File: src/rtl/score_keeper_if.sv
// Collision/restart inputs and score/status outputs of the snake-game score keeper.
// The master drives the game events; the slave (score_keeper) reports the score state.
interface score_keeper_if #(
  parameter int WIDTH = 7
);
  logic             goodColl;
  logic             badColl;
  logic             newGame;
  logic [WIDTH-1:0] dispScore;
  logic [WIDTH-1:0] highScore;
  logic [3:0]       livesLeft;
  logic             isGameComplete;
  logic             isGameWon;

  modport master (
    output goodColl, badColl, newGame,
    input  dispScore, highScore, livesLeft, isGameComplete, isGameWon
  );

  modport slave (
    input  goodColl, badColl, newGame,
    output dispScore, highScore, livesLeft, isGameComplete, isGameWon
  );
endinterface

File: src/rtl/score_keeper.sv
// Snake-game score keeper: edge-detected collision/restart events drive a PLAY/OVER/WIN
// FSM that tracks the current score, remaining lives and the best final score since reset.
module score_keeper #(
  parameter int WIDTH     = 7,
  parameter int WIN_SCORE = 99,
  parameter int LIVES     = 1
) (
  input logic           clk,
  input logic           nRst,
  score_keeper_if.slave sk
);

  typedef enum logic [1:0] {
    ST_PLAY = 2'd0,
    ST_OVER = 2'd1,
    ST_WIN  = 2'd2
  } state_t;

  localparam logic [WIDTH-1:0] WIN_C   = WIDTH'(WIN_SCORE);
  localparam logic [3:0]       LIVES_C = 4'(LIVES);

  state_t           state_r, state_nxt_s;
  logic [WIDTH-1:0] score_r, score_nxt_s, score_inc_s;
  logic [WIDTH-1:0] high_r, high_nxt_s;
  logic [3:0]       lives_r, lives_nxt_s;
  logic             complete_r, won_r;
  logic             good_r, bad_r, new_r, arm_r;
  logic             good_ev_s, bad_ev_s, new_ev_s;

  // arm_r masks the first clock after reset so levels already high at release never count
  assign good_ev_s   = sk.goodColl & ~good_r & arm_r;
  assign bad_ev_s    = sk.badColl  & ~bad_r  & arm_r;
  assign new_ev_s    = sk.newGame  & ~new_r  & arm_r;
  assign score_inc_s = score_r + {{(WIDTH-1){1'b0}}, 1'b1};

  // Input history for rising-edge detection
  always_ff @(posedge clk or negedge nRst) begin
    if (!nRst) begin
      good_r <= 1'b0;
      bad_r  <= 1'b0;
      new_r  <= 1'b0;
      arm_r  <= 1'b0;
    end else begin
      good_r <= sk.goodColl;
      bad_r  <= sk.badColl;
      new_r  <= sk.newGame;
      arm_r  <= 1'b1;
    end
  end

  // FSM state register
  always_ff @(posedge clk or negedge nRst) begin
    if (!nRst) begin
      state_r <= ST_PLAY;
    end else begin
      state_r <= state_nxt_s;
    end
  end

  // FSM next-state logic; restart beats everything, a bad hit beats an apple
  always_comb begin
    state_nxt_s = state_r;
    if (new_ev_s) begin
      state_nxt_s = ST_PLAY;
    end else begin
      case (state_r)
        ST_PLAY: begin
          if (bad_ev_s) begin
            state_nxt_s = (lives_r > 4'd1) ? ST_PLAY : ST_OVER;
          end else if (good_ev_s && (score_inc_s == WIN_C)) begin
            state_nxt_s = ST_WIN;
          end else begin
            state_nxt_s = ST_PLAY;
          end
        end
        ST_OVER, ST_WIN: begin
          if (good_ev_s) begin
            state_nxt_s = ST_PLAY;
          end else begin
            state_nxt_s = state_r;
          end
        end
        default: state_nxt_s = ST_PLAY;
      endcase
    end
  end

  // FSM output logic: next values of score, lives and high score
  always_comb begin
    score_nxt_s = score_r;
    lives_nxt_s = lives_r;
    high_nxt_s  = high_r;
    if (new_ev_s) begin
      score_nxt_s = {WIDTH{1'b0}};
      lives_nxt_s = LIVES_C;
    end else begin
      case (state_r)
        ST_PLAY: begin
          if (bad_ev_s) begin
            if (lives_r > 4'd1) begin
              lives_nxt_s = lives_r - 4'd1;
            end else begin
              lives_nxt_s = 4'd0;
              high_nxt_s  = (score_r > high_r) ? score_r : high_r;
            end
          end else if (good_ev_s && (score_r != WIN_C)) begin
            score_nxt_s = score_inc_s;
            if ((score_inc_s == WIN_C) && (WIN_C > high_r)) begin
              high_nxt_s = WIN_C;
            end else begin
              high_nxt_s = high_r;
            end
          end else begin
            score_nxt_s = score_r;
          end
        end
        ST_OVER, ST_WIN: begin
          if (good_ev_s) begin
            score_nxt_s = {{(WIDTH-1){1'b0}}, 1'b1};
            lives_nxt_s = LIVES_C;
          end else begin
            score_nxt_s = score_r;
          end
        end
        default: begin
          score_nxt_s = {WIDTH{1'b0}};
          lives_nxt_s = LIVES_C;
        end
      endcase
    end
  end

  // Registered outputs
  always_ff @(posedge clk or negedge nRst) begin
    if (!nRst) begin
      score_r    <= {WIDTH{1'b0}};
      high_r     <= {WIDTH{1'b0}};
      lives_r    <= LIVES_C;
      complete_r <= 1'b0;
      won_r      <= 1'b0;
    end else begin
      score_r    <= score_nxt_s;
      high_r     <= high_nxt_s;
      lives_r    <= lives_nxt_s;
      complete_r <= (state_nxt_s != ST_PLAY);
      won_r      <= (state_nxt_s == ST_WIN);
    end
  end

  assign sk.dispScore      = score_r;
  assign sk.highScore      = high_r;
  assign sk.livesLeft      = lives_r;
  assign sk.isGameComplete = complete_r;
  assign sk.isGameWon      = won_r;

endmodule
File: src/flat_wrapper.sv
// flat-port wrapper written by rule: the top's interface ports become plain ports
module score_keeper_flat 
#(
  parameter int WIDTH     = 7,
  parameter int WIN_SCORE = 99,
  parameter int LIVES     = 1
)
  (clk, nRst, sk_goodColl, sk_badColl, sk_newGame, sk_dispScore, sk_highScore, sk_livesLeft, sk_isGameComplete, sk_isGameWon);
  score_keeper_if #(.WIDTH(WIDTH)) sk_i ();
  input logic clk;
  input logic nRst;
  input wire logic [$bits(sk_i.goodColl)-1:0] sk_goodColl;
  input wire logic [$bits(sk_i.badColl)-1:0] sk_badColl;
  input wire logic [$bits(sk_i.newGame)-1:0] sk_newGame;
  output wire logic [$bits(sk_i.dispScore)-1:0] sk_dispScore;
  output wire logic [$bits(sk_i.highScore)-1:0] sk_highScore;
  output wire logic [$bits(sk_i.livesLeft)-1:0] sk_livesLeft;
  output wire logic [$bits(sk_i.isGameComplete)-1:0] sk_isGameComplete;
  output wire logic [$bits(sk_i.isGameWon)-1:0] sk_isGameWon;
  assign sk_i.goodColl = sk_goodColl;
  assign sk_i.badColl = sk_badColl;
  assign sk_i.newGame = sk_newGame;
  assign sk_dispScore = sk_i.dispScore;
  assign sk_highScore = sk_i.highScore;
  assign sk_livesLeft = sk_i.livesLeft;
  assign sk_isGameComplete = sk_i.isGameComplete;
  assign sk_isGameWon = sk_i.isGameWon;
  score_keeper #(.WIDTH(WIDTH), .WIN_SCORE(WIN_SCORE), .LIVES(LIVES)) u_core (.clk(clk), .nRst(nRst), .sk(sk_i));
endmodule
File: config.mk
export PLATFORM = sky130hd
export DESIGN_NAME = score_keeper_flat
export DESIGN_NICKNAME = d
export VERILOG_FILES = /design/src/rtl/score_keeper_if.sv /design/src/rtl/score_keeper.sv /design/src/flat_wrapper.sv
export SDC_FILE = /design/constraint.sdc
export NUM_CORES = 1
export LEC_CHECK = 0
export ABC_AREA = 1
export BUFFER_PORTS_ARGS = -buffer_cell sky130_fd_sc_hd__buf_2
export CAP_MARGIN = 10
export CORE_MARGIN = 8
export CORE_UTILIZATION = 56
export CTS_CLUSTER_DIAMETER = 200
export DETAILED_ROUTE_END_ITERATION = 10
export PLACE_DENSITY_LB_ADDON = 0.3
export SLEW_MARGIN = 20
export SYNTH_ARGS = -nofsm -noshare
export SYNTH_HDL_FRONTEND = slang
export SYNTH_SLANG_ARGS = --single-unit
File: constraint.sdc
create_clock -name clk -period 1.8 [get_ports clk]
set_input_delay 0.09 -clock clk [delete_from_list [all_inputs] [get_ports clk]]
set_output_delay 0.09 -clock clk [all_outputs]
set_load 0.01 [all_outputs]
==> results.md <==
* Clock tree buffer depth at 2
* Leakage at 1.06 nW
* CP Cell Sequence: inv_1 -> ha_1 -> nand2_2 -> nor2_2 -> a21oi_1 -> nand2_2 -> a21oi_4 -> nand2_4 -> nand2_2 -> nand2_1
* Sw Ratio at 0.426
* DRT iter0 DRCs at 85
* Clk pwr share at 0.108
* Synth unique cells at 30
* 1st-pass router iterations at 5
* CORE AREA at 0.00276 mm²
* CP peak stage delay at 0.41 ns
* Hold Crit Class: in -> async
* Synthesis-to-finish area growth at 24.0%
* VDD IR max at 0.984 mV
* DRT antenna net count at 0
* Outcome: complete, no violations
* Max Cap Viol at 0
* Die width at 69.8 µm
* Setup Viol. Count Final at 0
* Final GP Congestion at 0.821
* Pins Over Slew Limit at 0
* Period Utilization, post-route at 0.982
* Leading cell types by total area after synthesis: dfrtp_1, nand2_1, ha_1
* Final TNS setup at 0 ns
* DIE AREA at 0.00487 mm²
* Worst-Skew Late Latency at 0.33 ns
* Initial core utilization at 0.587
* Crit-path max FO at 8
* Number of global-route vias before repair at 1429
* Comb power frac at 0.531
* GRT Resource Usage Total at 0.147
* DR vias/cell at 5.30
* First-pass GRT wire length at 5970 µm
* Clk slew on worst S/H paths at 0.14 ns
* Proportion of netlist area held by the largest area contributor at 0.387
* Part of the power in registers at 0.361
* Slew @ Worst Pin at 0.579 ns
* Syn Nets at 220
* Post-layout minimum cycle time at 1.77 ns
* Root Driver: clkbuf_4
* Synthesized area at 0.00162 mm²
* Synthesized area per cell at 8.01 µm²
* H-tree depth at 1
* Final-report hold violation count at 0
* CTS sink cnt at 26
* Crit path DAT at 1.99 ns
* WL final at 3710 µm
* CP Capture Type: register
* Post-DP HPWL at 2690 µm
* Gr ovfl total at 0
* # rows at 19
* Rel. slew slack at 0.614
* Ys Warns at 0
* F_max at 566 MHz
* Worst Path Buf+Inv at 1
* Area leader, netlist: dfrtp_1
* Nets at 267
* I/O pins at 25
* Critical path type: reg -> reg
* Critical Path RT at 2.03 ns
* Setup Skew at 0.00889 ns
* CP max-delay cell: dfrtp_1
* Number of remaining DRC errors at 0
* Internal at 0.00137 W
* #FFs+latches synth at 26
* P per Cell Area at 1190 mW/mm²
* Largest net degree at the start of global routing at 27
* Mapped Cells at 202
* Routed length per instance at 13.2 µm
* Layout cells sized above 1 at 0.310
* Critical Path Source Type: register
* Die height at 69.8 µm
* Routed vias at 1483
* CP top delay family: simple AND/OR/NAND/NOR gates
* Initial antenna violation count at 1
* CTS tree: yes
* Port Buf Inserts at 24
* Psw at 0.00102 W
* RSZ-0062 raised after global routing: true
* Top cell by count, worst path: nand2_2
* Inserted Clock Buffers at 3
* Min Hold Slack at 0.269 ns
* Share of the yosys chip area belonging to registers at 0.403
-- layout by cell type, fill, tap and decap left out, types with 2 or more instances in the layout --
master,netlist,final
clkbuf_4,0,3
o21ai_0,10,10
ha_1,13,10
nand4_1,5,5
o21ai_1,2,2
buf_2,0,24
inv_2,3,5
nor2_1,11,10
nand2_4,2,2
nand3b_1,3,3
nand2_1,47,41
ha_4,0,2
nor3_1,4,4
nor3b_1,2,2
dfrtp_1,25,24
inv_1,30,28
nor2_2,4,5
nand3_1,18,17
buf_4,1,15
o21ai_2,2,2
nand3_2,1,2
nand2_2,4,10
dlygate4sd3_1,0,4
a21oi_1,5,4
-- cell usage after synthesis --
cell type and n:
nand2_1 47, inv_1 30, dfrtp_1 25, nand3_1 18, ha_1 13, nor2_1 11, o21ai_0 10, a21oi_1 5
nand4_1 5, nand2_2 4, nor2_2 4, nor3_1 4, inv_2 3, nand3b_1 3, nand2_4 2, nor3b_1 2
o21ai_1 2, o21ai_2 2, a211oi_1 1, a21boi_4 1, a21oi_4 1, buf_4 1, conb_1 1, dfstp_2 1
nand3_2 1, o211ai_1 1, o21bai_2 1, o31ai_1 1, o32ai_1 1, xor2_1 1
-- sequential cells by signal (all words and copies together) (netlist names) --
signal                    cells
u_core.sk.livesLeft           4
u_core.good_r                 1
u_core.sk.isGameWon           1
u_core.bad_r                  1
u_core.sk.dispScore           7
u_core.arm_r                  1
u_core.sk.isGameComplete      1
u_core.sk.highScore           7
u_core.new_r                  1
u_core.state_r                2
-- worst reg2reg max path, cell delays in order, from the launching register on --
cell     delay, ns
dfrtp_1       0.41
inv_1         0.06
ha_1          0.29
nand2_2       0.08
nor2_2        0.05
a21oi_1       0.17
nand2_2       0.09
a21oi_4       0.26
nand2_4       0.13
nand2_2       0.08
nand2_1       0.05
-- power groups by stage --
stage          logic (W)  clock network [W]  registers [W]
5_1_grt          0.00143           0.000300       0.000879
2_1_floorplan   0.000634                  0       0.000944
4_1_cts          0.00113           0.000270       0.000865
3_3_place_gp     0.00110                  0       0.000870
3_5_place_dp     0.00111                  0       0.000879
6_report         0.00127           0.000258       0.000862
-- area by class of cell --
class | instances | area [µm²]
Multi-Input combinational cell | 142 | 888
Fill cell | 230 | 752
Sequential cell | 26 | 653
Timing Repair Buffer | 43 | 273
Inverter | 33 | 124
Tap cell | 31 | 38.8
Clock buffer | 4 | 26.3
Antenna cell | 1 | 2.50
-- metrics by stage --
| stage | cells | power, W | cell area [µm²] | setup slack [ns] | util |
|---|---|---|---|---|---|
| 2_1_floorplan | 202 | 0.00158 | 1620 | 0.114 | - |
| 3_3_place_gp | 265 | 0.00197 | 1840 | 0.0892 | 0.666 |
| 3_5_place_dp | 265 | 0.00199 | 1840 | 0.0297 | 0.666 |
| 4_1_cts | 273 | 0.00226 | 1900 | 0.00954 | 0.690 |
| 5_1_grt | 280 | 0.00261 | 2010 | -0.0922 | 0.727 |
| 6_report | 280 | 0.00239 | 2010 | 0.0327 | 0.727 |
-- kinds of logic (layout without fill, tap and decap cells) --
group	Yosys count	count (layout)	share of synthesized area
simple gates	101	101	0.296
buf+inv	34	80	0.0812
compound gates	26	26	0.111
flops	26	26	0.403
fa+ha+maj	13	13	0.101
other cells	1	2	0.00232
xor+xnor	1	1	0.00541
-- worst paths after layout --
| kind | start | to | slack [ns] | cells past startpoint |
|---|---|---|---|---|
| setup / recovery | u_core.sk.highScore[5]$_DFFE_PN0P_ | u_core.sk.highScore[6]$_DFFE_PN0P_ | 0.03 | 10 |
| hold / removal | nRst | u_core.sk.dispScore[5]$_DFFE_PN0P_ | 0.27 | 2 |
| setup reg to reg | u_core.sk.highScore[5]$_DFFE_PN0P_ | u_core.sk.highScore[6]$_DFFE_PN0P_ | 0.03 | 10 |
| hold reg to reg | u_core.sk.livesLeft[1]$_DFFE_PN0P_ | u_core.sk.livesLeft[1]$_DFFE_PN0P_ | 0.53 | 2 |
| max in group asynchronous | nRst | u_core.sk.dispScore[0]$_DFFE_PN0P_ | 1.12 | 2 |
| min in group clk | sk_newGame | u_core.new_r$_DFF_PN0_ | 0.40 | 2 |
-- layer usage --
layer  wire length [µm]  GRT usage  up-vias
met5                  0          0        -
met4                 91     0.0915        0
met3                202     0.0343        9
met2               1850      0.257       46
met1               1560      0.155      679
li1                   -          -      749
-- repair_timing --
| action | 4_1_cts | 5_1_grt |
|---|---|---|
| endpoints found under the setup margin | 0 | 10 |
| setup buffers | 0 | 6 |
| gates resized for setup | 0 | 15 |
| hold buffers | 4 | 0 |
| endpoints found under the hold margin | 28 | 0 |
Note: power is estimated with default switching activity, not from simulation.
